[src/rtl/fetch_queue.sv]
// Instruction fetch queue between IF and ID: a small FIFO that decouples SRAM
// return timing from ID stalls, refuses new entries behind a faulting fetch, and empties on redirect.
module fetch_queue #(
  parameter int BUS_W    = 73,
  parameter int DEPTH    = 4,
  parameter int TLBEXC_W = 8
) (
  input  logic                       clk,
  input  logic                       resetn,
  input  logic                       fs2ds_valid,
  input  logic [BUS_W-1:0]           fs2ds_bus,
  output logic                       fq_allowin,
  output logic                       fq2ds_valid,
  output logic [BUS_W-1:0]           fq2ds_bus,
  input  logic                       ds_allowin,
  input  logic                       flush,
  output logic [$clog2(DEPTH):0]     fq_count
);

  localparam int PW = $clog2(DEPTH);
  localparam int CW = PW + 1;
  localparam logic [CW-1:0] FULL = CW'(DEPTH);

  logic [BUS_W-1:0] mem [DEPTH];

  logic [PW-1:0] wptr_q, wptr_d;
  logic [PW-1:0] rptr_q, rptr_d;
  logic [CW-1:0] count_q, count_d;
  logic          ex_block_q, ex_block_d;

  logic enq, deq, in_has_ex;

  assign in_has_ex   = |{fs2ds_bus[BUS_W-1 -: TLBEXC_W], fs2ds_bus[0]};
  assign fq_allowin  = resetn & (count_q != FULL) & ~ex_block_q;
  assign fq2ds_valid = (count_q != '0);
  assign fq2ds_bus   = mem[rptr_q];
  assign fq_count    = count_q;

  assign enq = fs2ds_valid & fq_allowin & ~flush;
  assign deq = fq2ds_valid & ds_allowin & ~flush;

  always_comb begin
    wptr_d     = wptr_q;
    rptr_d     = rptr_q;
    count_d    = count_q;
    ex_block_d = ex_block_q;
    if (flush) begin
      wptr_d     = '0;
      rptr_d     = '0;
      count_d    = '0;
      ex_block_d = 1'b0;
    end else begin
      if (enq) wptr_d = wptr_q + PW'(1);
      if (deq) rptr_d = rptr_q + PW'(1);
      if (enq && !deq)      count_d = count_q + CW'(1);
      else if (deq && !enq) count_d = count_q - CW'(1);
      // A faulting fetch is the last useful entry until the redirect arrives.
      if (enq && in_has_ex) ex_block_d = 1'b1;
    end
  end

  always_ff @(posedge clk or negedge resetn) begin
    if (!resetn) begin
      wptr_q     <= '0;
      rptr_q     <= '0;
      count_q    <= '0;
      ex_block_q <= 1'b0;
    end else begin
      wptr_q     <= wptr_d;
      rptr_q     <= rptr_d;
      count_q    <= count_d;
      ex_block_q <= ex_block_d;
    end
  end

  // Payload storage carries no reset; validity is tracked by count_q alone.
  always_ff @(posedge clk) begin
    if (enq) mem[wptr_q] <= fs2ds_bus;
  end

endmodule

[config.mk]
export PLATFORM = sky130hd
export DESIGN_NAME = fetch_queue
export DESIGN_NICKNAME = d
export VERILOG_FILES = /design/src/rtl/fetch_queue.sv
export SDC_FILE = /design/constraint.sdc
export NUM_CORES = 1
export LEC_CHECK = 0
export CORE_AREA = 2 2 154 156
export CTS_CLUSTER_SIZE = 25
export DETAILED_ROUTE_END_ITERATION = 7
export DIE_AREA = 0 0 156 158
export PLACE_DENSITY = 0.72
export SLEW_MARGIN = 20
export SYNTH_ARGS = -nofsm -noshare
export SYNTH_HDL_FRONTEND = slang
export SYNTH_SLANG_ARGS = --single-unit
[constraint.sdc]
create_clock -name clk -period 6.3 [get_ports clk]
set_input_delay 0.63 -clock clk [delete_from_list [all_inputs] [get_ports clk]]
set_output_delay 0.63 -clock clk [all_outputs]
set_load 0.05 [all_outputs]
# Word level (Yosys, flattened, before mapping)
# Memories as Yosys holds them, arrays and structs flattened.
# Cells that the tools add are included.
[op_classes]
addsub = 4
n_reduce_logical = 11
n_mux = 11
bitwise_logic = 8
eq_ne = 1
[ops]
columns = ["operator", "count"]
rows = [
  ["$mux W3", 3],
  ["$reduce_or A9 Y1", 1],
  ["$mux W2", 4],
  ["$and A1 B1 Y1", 6],
  ["$reduce_bool A2 Y1", 3],
  ["$reduce_bool A3 Y1", 2],
  ["$add A2 B1 Y2 const B", 2],
  ["$mux W1", 4],
  ["$add A3 B1 Y3 const B", 1],
  ["$logic_and A1 B1 Y1", 3],
  ["$ne A3 B3 Y1 const B", 1],
  ["$sub A3 B1 Y3 const B", 1],
  ["$logic_not A1 Y1", 2],
  ["$not A1 Y1", 2],
]
[word_totals]
output_inout_bits = 78
register_bits = 8
word_cells = 40
mem_bits_rw = 292
inputBits = 78
n_memories = 1
[mem_list]
columns = ["memory", "words", "width", "read_ports", "rd_ports_with_merged_regs", "write_ports", "line_no", "rtl"]
rows = [
  ["mem", 4, 73, 1, 0, 1, "24", "logic [BUS_W-1:0] mem [DEPTH];"],
]

# Logic depth before layout (Yosys ltp)
[depth]
ltp_word = 10
depth_mapped = 8
ltp_nobuf = 8

# Worst setup path after synthesis
# OpenSTA, ideal clock, no wires.
[synth_timing]
path_type = "register to register"
start = "register count_q[2], in the netlist fq_count[2]"
end = "memory mem[0][0], enable pin"
arrival_ps = 2948
path_slack_ps = 2912
path_buffers = 0
required_ps = 5861
setup_ps = 439
synth_period_minus_slack_ps = 3388
stages_incl_launch_ff = 5
cell_sequence = "dfrtp_1 > or3b_4 > nand4b_4 > nor2_1 > and2_1"
[synth_between]
elab_chain_cells = 7
[synth_lines]
columns = ["element", "line_no", "rtl"]
rows = [
  ["start, declared", "28", "logic [CW-1:0] count_q, count_d;"],
  ["start signal, assigned", "71", "count_q <= count_d;"],
  ["$ne A3 B3 Y1", "34", "assign fq_allowin = resetn & (count_q != FULL) & ~ex_block_q;"],
  ["$and A1 B1 Y1 (2 in a row)", "34", ""],
  ["$and A1 B1 Y1 (2 in a row)", "39", "assign enq = fs2ds_valid & fq_allowin & ~flush;"],
  ["$mux W1", "78", "if (enq) mem[wptr_q] <= fs2ds_bus;"],
  ["$mux W1 (implied by the code)", "78", ""],
  ["end, declared", "24", ""],
]
# Every way passes these cells.

# Worst setup path after layout
[layout_timing]
start = "register rptr_q[0]"
end = "output fq2ds_bus[4]"
[layout_between]
elab_chain_cells = 1
[layout_lines]
columns = ["element", "line_no", "rtl"]
rows = [
  ["start, declared", "27", "logic [PW-1:0] rptr_q, rptr_d;"],
  ["start signal, assigned", "70", "rptr_q <= rptr_d;"],
  ["$mem_v2 Z4 W73", "-", ""],
  ["end, declared", "14", "output logic [BUS_W-1:0] fq2ds_bus,"],
]
# Every way passes these cells.

==> flow_summary.yaml <==
run_status:
  status: "finished, final reports clean"
sta:
  report.final.slew_viol_count: 0
  fin_skew_ps: 21.5
  finalCritPeriodShare_pct: 65.1
  slew_headroom_pct: 53.8
  layout_setup_ws_ps: 2200
  rsz0062_at_grt: "no"
  fin_crit_ps: 4100
  tightest_slew_ps: 693
  setup_viol: 0
  hold_violations: 0
  clock.fmax_mhz: 244
  setup-tns-final_ps: 0
clock_network:
  htreeDepth: 1
  clk_latency_ps: 540
  cts_tree: "yes"
  cts_setup_buffers: 0
  post_cts_resized: 0
  cts_made_buffers: 30
  ctsHoldBuffers: 0
  cts.clk_slew.worst_paths_ps: 60
  clock_path_buffers: 3
  cts.sinks: 300
  clockRootBuffer: "clkbuf_16"
global_route:
  grt_usage_pct: 16.3
  gr-total-overflow: 0
  grt_pass1_vias: 5538
  grt_max_degree: 75
  antenna_found_initial: 0
  grt_pass1_wl_microns: 30500
critical_path:
  cp-start-kind: "flip-flop"
  worst_ep_arrival_time_ps: 3470
  criticalPathCategory: "reg2out"
  critPathMaxFanout: 34
  crit_path_start: "rptr_q[0]"
  critPathCaptureType: "output port"
  cp.required_ps: 5670
  r2r-start: "fq_count[0]"
place:
  dpl-instance-area_sq_um: 12900
  dpl.hpwl_microns: 11400
  pre_cts_slack_ps: 2650
  place.gp.congestion: 0.732
  place.port_buffers: 155
floorplanning:
  die_h_microns: 158
  rows: 56
  die_w_microns: 156
  coreArea_sq_um: 23100
  die-area_sq_um: 24600
  ios: 156
  initial_utilization_pct: 48.0
logic_synthesis:
  synth_compound_area_share_pct: 0.170
  ys_seq_area_share_pct: 81.1
  syn-num-nets: 523
  netlist_area_sq_um: 11100
  synth-seq-cells: 300
  syn_area_per_cell_sq_um: 25.1
  synth_top_family_by_area: "multiplexers"
  synth_mux_area_share_pct: 15.2
  yosys_warnings: 0
  netlist_instances: 440
  synthXorXnorAreaFrac_pct: 0.317
  synthSimpleGateAreaFrac_pct: 1.77
  synthDistinctLibCells: 29
  synth_fa_ha_area_share_pct: 0.634
final_layout:
  area_growth_syn_to_layout_pct: 27.4
  diodes: 0
  drive_gt1_share_pct: 21.5
  design_area_sq_um: 14100
  fill_cells: 1607
  num-nets-final: 700
pwr:
  p_per_area_nw_per_um2: 421
  leakage_nw: 4.45
  ir_drop_v: 0.000352
routing:
  drt_wl_total_microns: 20000
  drc: 0
  firstDrtPassIters: 4
  drtIter0Drc: 254
  detail_route.wl_per_cell_microns: 21.4
  ant_nets: 0
  vias: 5034
  viasPerCell: 5.41
flow_run:
  drv_cap: 0
min_path:
  hold_path_class: "in2async"
[synth_stat cells]
cell        n  area [sq um]
edfxtp_1  292          8770
mux4_2     73          1640
nor2_1     11          41.3
buf_2      10          50.1
dfrtp_1     8           200
and2_1      5          31.3
clkbuf_1    4          15.0
ha_1        4          50.1
inv_1       4          15.0
buf_1       3          11.3
mux2_2      3          33.8
a21oi_1     2          10.0
nand2_1     2          7.51
nand3_1     2          10.0
xnor2_1     2          17.5
xor2_1      2          17.5
a32oi_1     1          8.76
and3_1      1          6.26
and3b_1     1          8.76
and4b_1     1          10.0
fa_1        1          20.0
nand2_2     1          6.26
nand4b_4    1          23.8
nor2b_1     1          6.26
nor3_1      1          5.00
nor4_1      1          6.26
nor4bb_1    1          10.0
or3_4       1          11.3
or3b_4      1          11.3
[cell families (layout without fill, tap and decap cells)]
family / Yosys count / count (layout)
multiplexers: 76 / 76
adder cells (fa/ha/maj): 5 / 5
XOR/XNOR: 4 / 4
buffers and inverters: 21 / 222
AND/OR/NAND/NOR: 31 / 31
flip-flops: 300 / 300
AO/OA/AOI/OAI: 3 / 3
[cells in the final DEF (no fill, tap or decap), types with 2 or more instances in the layout]
cell / netlist / routed
nand3_1: 2 / 2
buf_16: 0 / 3
clkinv_1: 0 / 6
ha_1: 4 / 4
xnor2_1: 2 / 2
clkinv_2: 0 / 6
nor2_1: 11 / 11
clkbuf_16: 0 / 30
bufinv_16: 0 / 5
edfxtp_1: 292 / 292
mux4_2: 73 / 73
clkdlybuf4s50_1: 0 / 155
and2_4: 0 / 4
a21oi_1: 2 / 2
xor2_1: 2 / 2
dfrtp_4: 0 / 2
dfrtp_1: 8 / 6
nand2_1: 2 / 2
mux2_2: 3 / 3
buf_12: 0 / 3
inv_1: 4 / 4
clkbuf_1: 4 / 5
[per-stage QoR]
step	total power, mW	cells	utilization (%)	hold WS [ps]
6_report	5.92	931	61.1	445
4_1_cts	5.99	926	60.6	429
5_1_grt	6.14	931	61.1	457
3_5_place_dp	4.19	870	56.1	573
3_3_place_gp	4.16	869	56.0	550
2_1_floorplan	3.63	440	-	334
[area by class of cell]
cell class              count  area, sq um  area share, %
inverters                   4         15.0          0.107
clock inverters            20          235           1.67
clock buffers              36          783           5.56
flip-flops and latches    300         8980           63.7
repair buffers            162         1700           12.1
well taps                 290          363           2.58
multi-input cells         119         2010           14.3
[worst max-delay path: stages (launching register included)]
cell             delay [ps]
dfrtp_4                 880
buf_12                  300
buf_4                   420
mux4_2                  580
clkdlybuf4s50_1         720
[routing by layer]
| metal | share of wire (%) | track usage [%] |
|---|---|---|
| met5 | 0 | 0 |
| met4 | 1.4 | 3.54 |
| met3 | 5.2 | 3.04 |
| met2 | 51 | 28.7 |
| met1 | 42 | 21.4 |
[sequential cells by signal (all words and copies together), names as in the netlist]
name and flops:
mem 292, fq_count 3, rptr_q 2, wptr_q 2, ex_block_q 1
[report_power, final]
group	switching [mW]	leakage, nW	total [mW]	internal [mW]
Clock	0.702	0.497	1.79	1.09
Sequential	0.0964	2.74	2.35	2.26
Combinational	1.05	1.21	1.78	0.734
[final timing paths]
| kind | to | slack, ps | cells after the start |
|---|---|---|---|
| worst max-delay path | fq2ds_bus[4] | 2200 | 4 |
| worst min-delay path | fq_count[2] | 440 | 1 |
| worst max register to register | fq_count[2] | 3760 | 8 |
| worst min register to register | ex_block_q | 590 | 2 |
| max in group asynchronous | rptr_q[0] | 5440 | 1 |
| min in group clk | ex_block_q | 590 | 2 |
(Power assumes the default switching activity.)
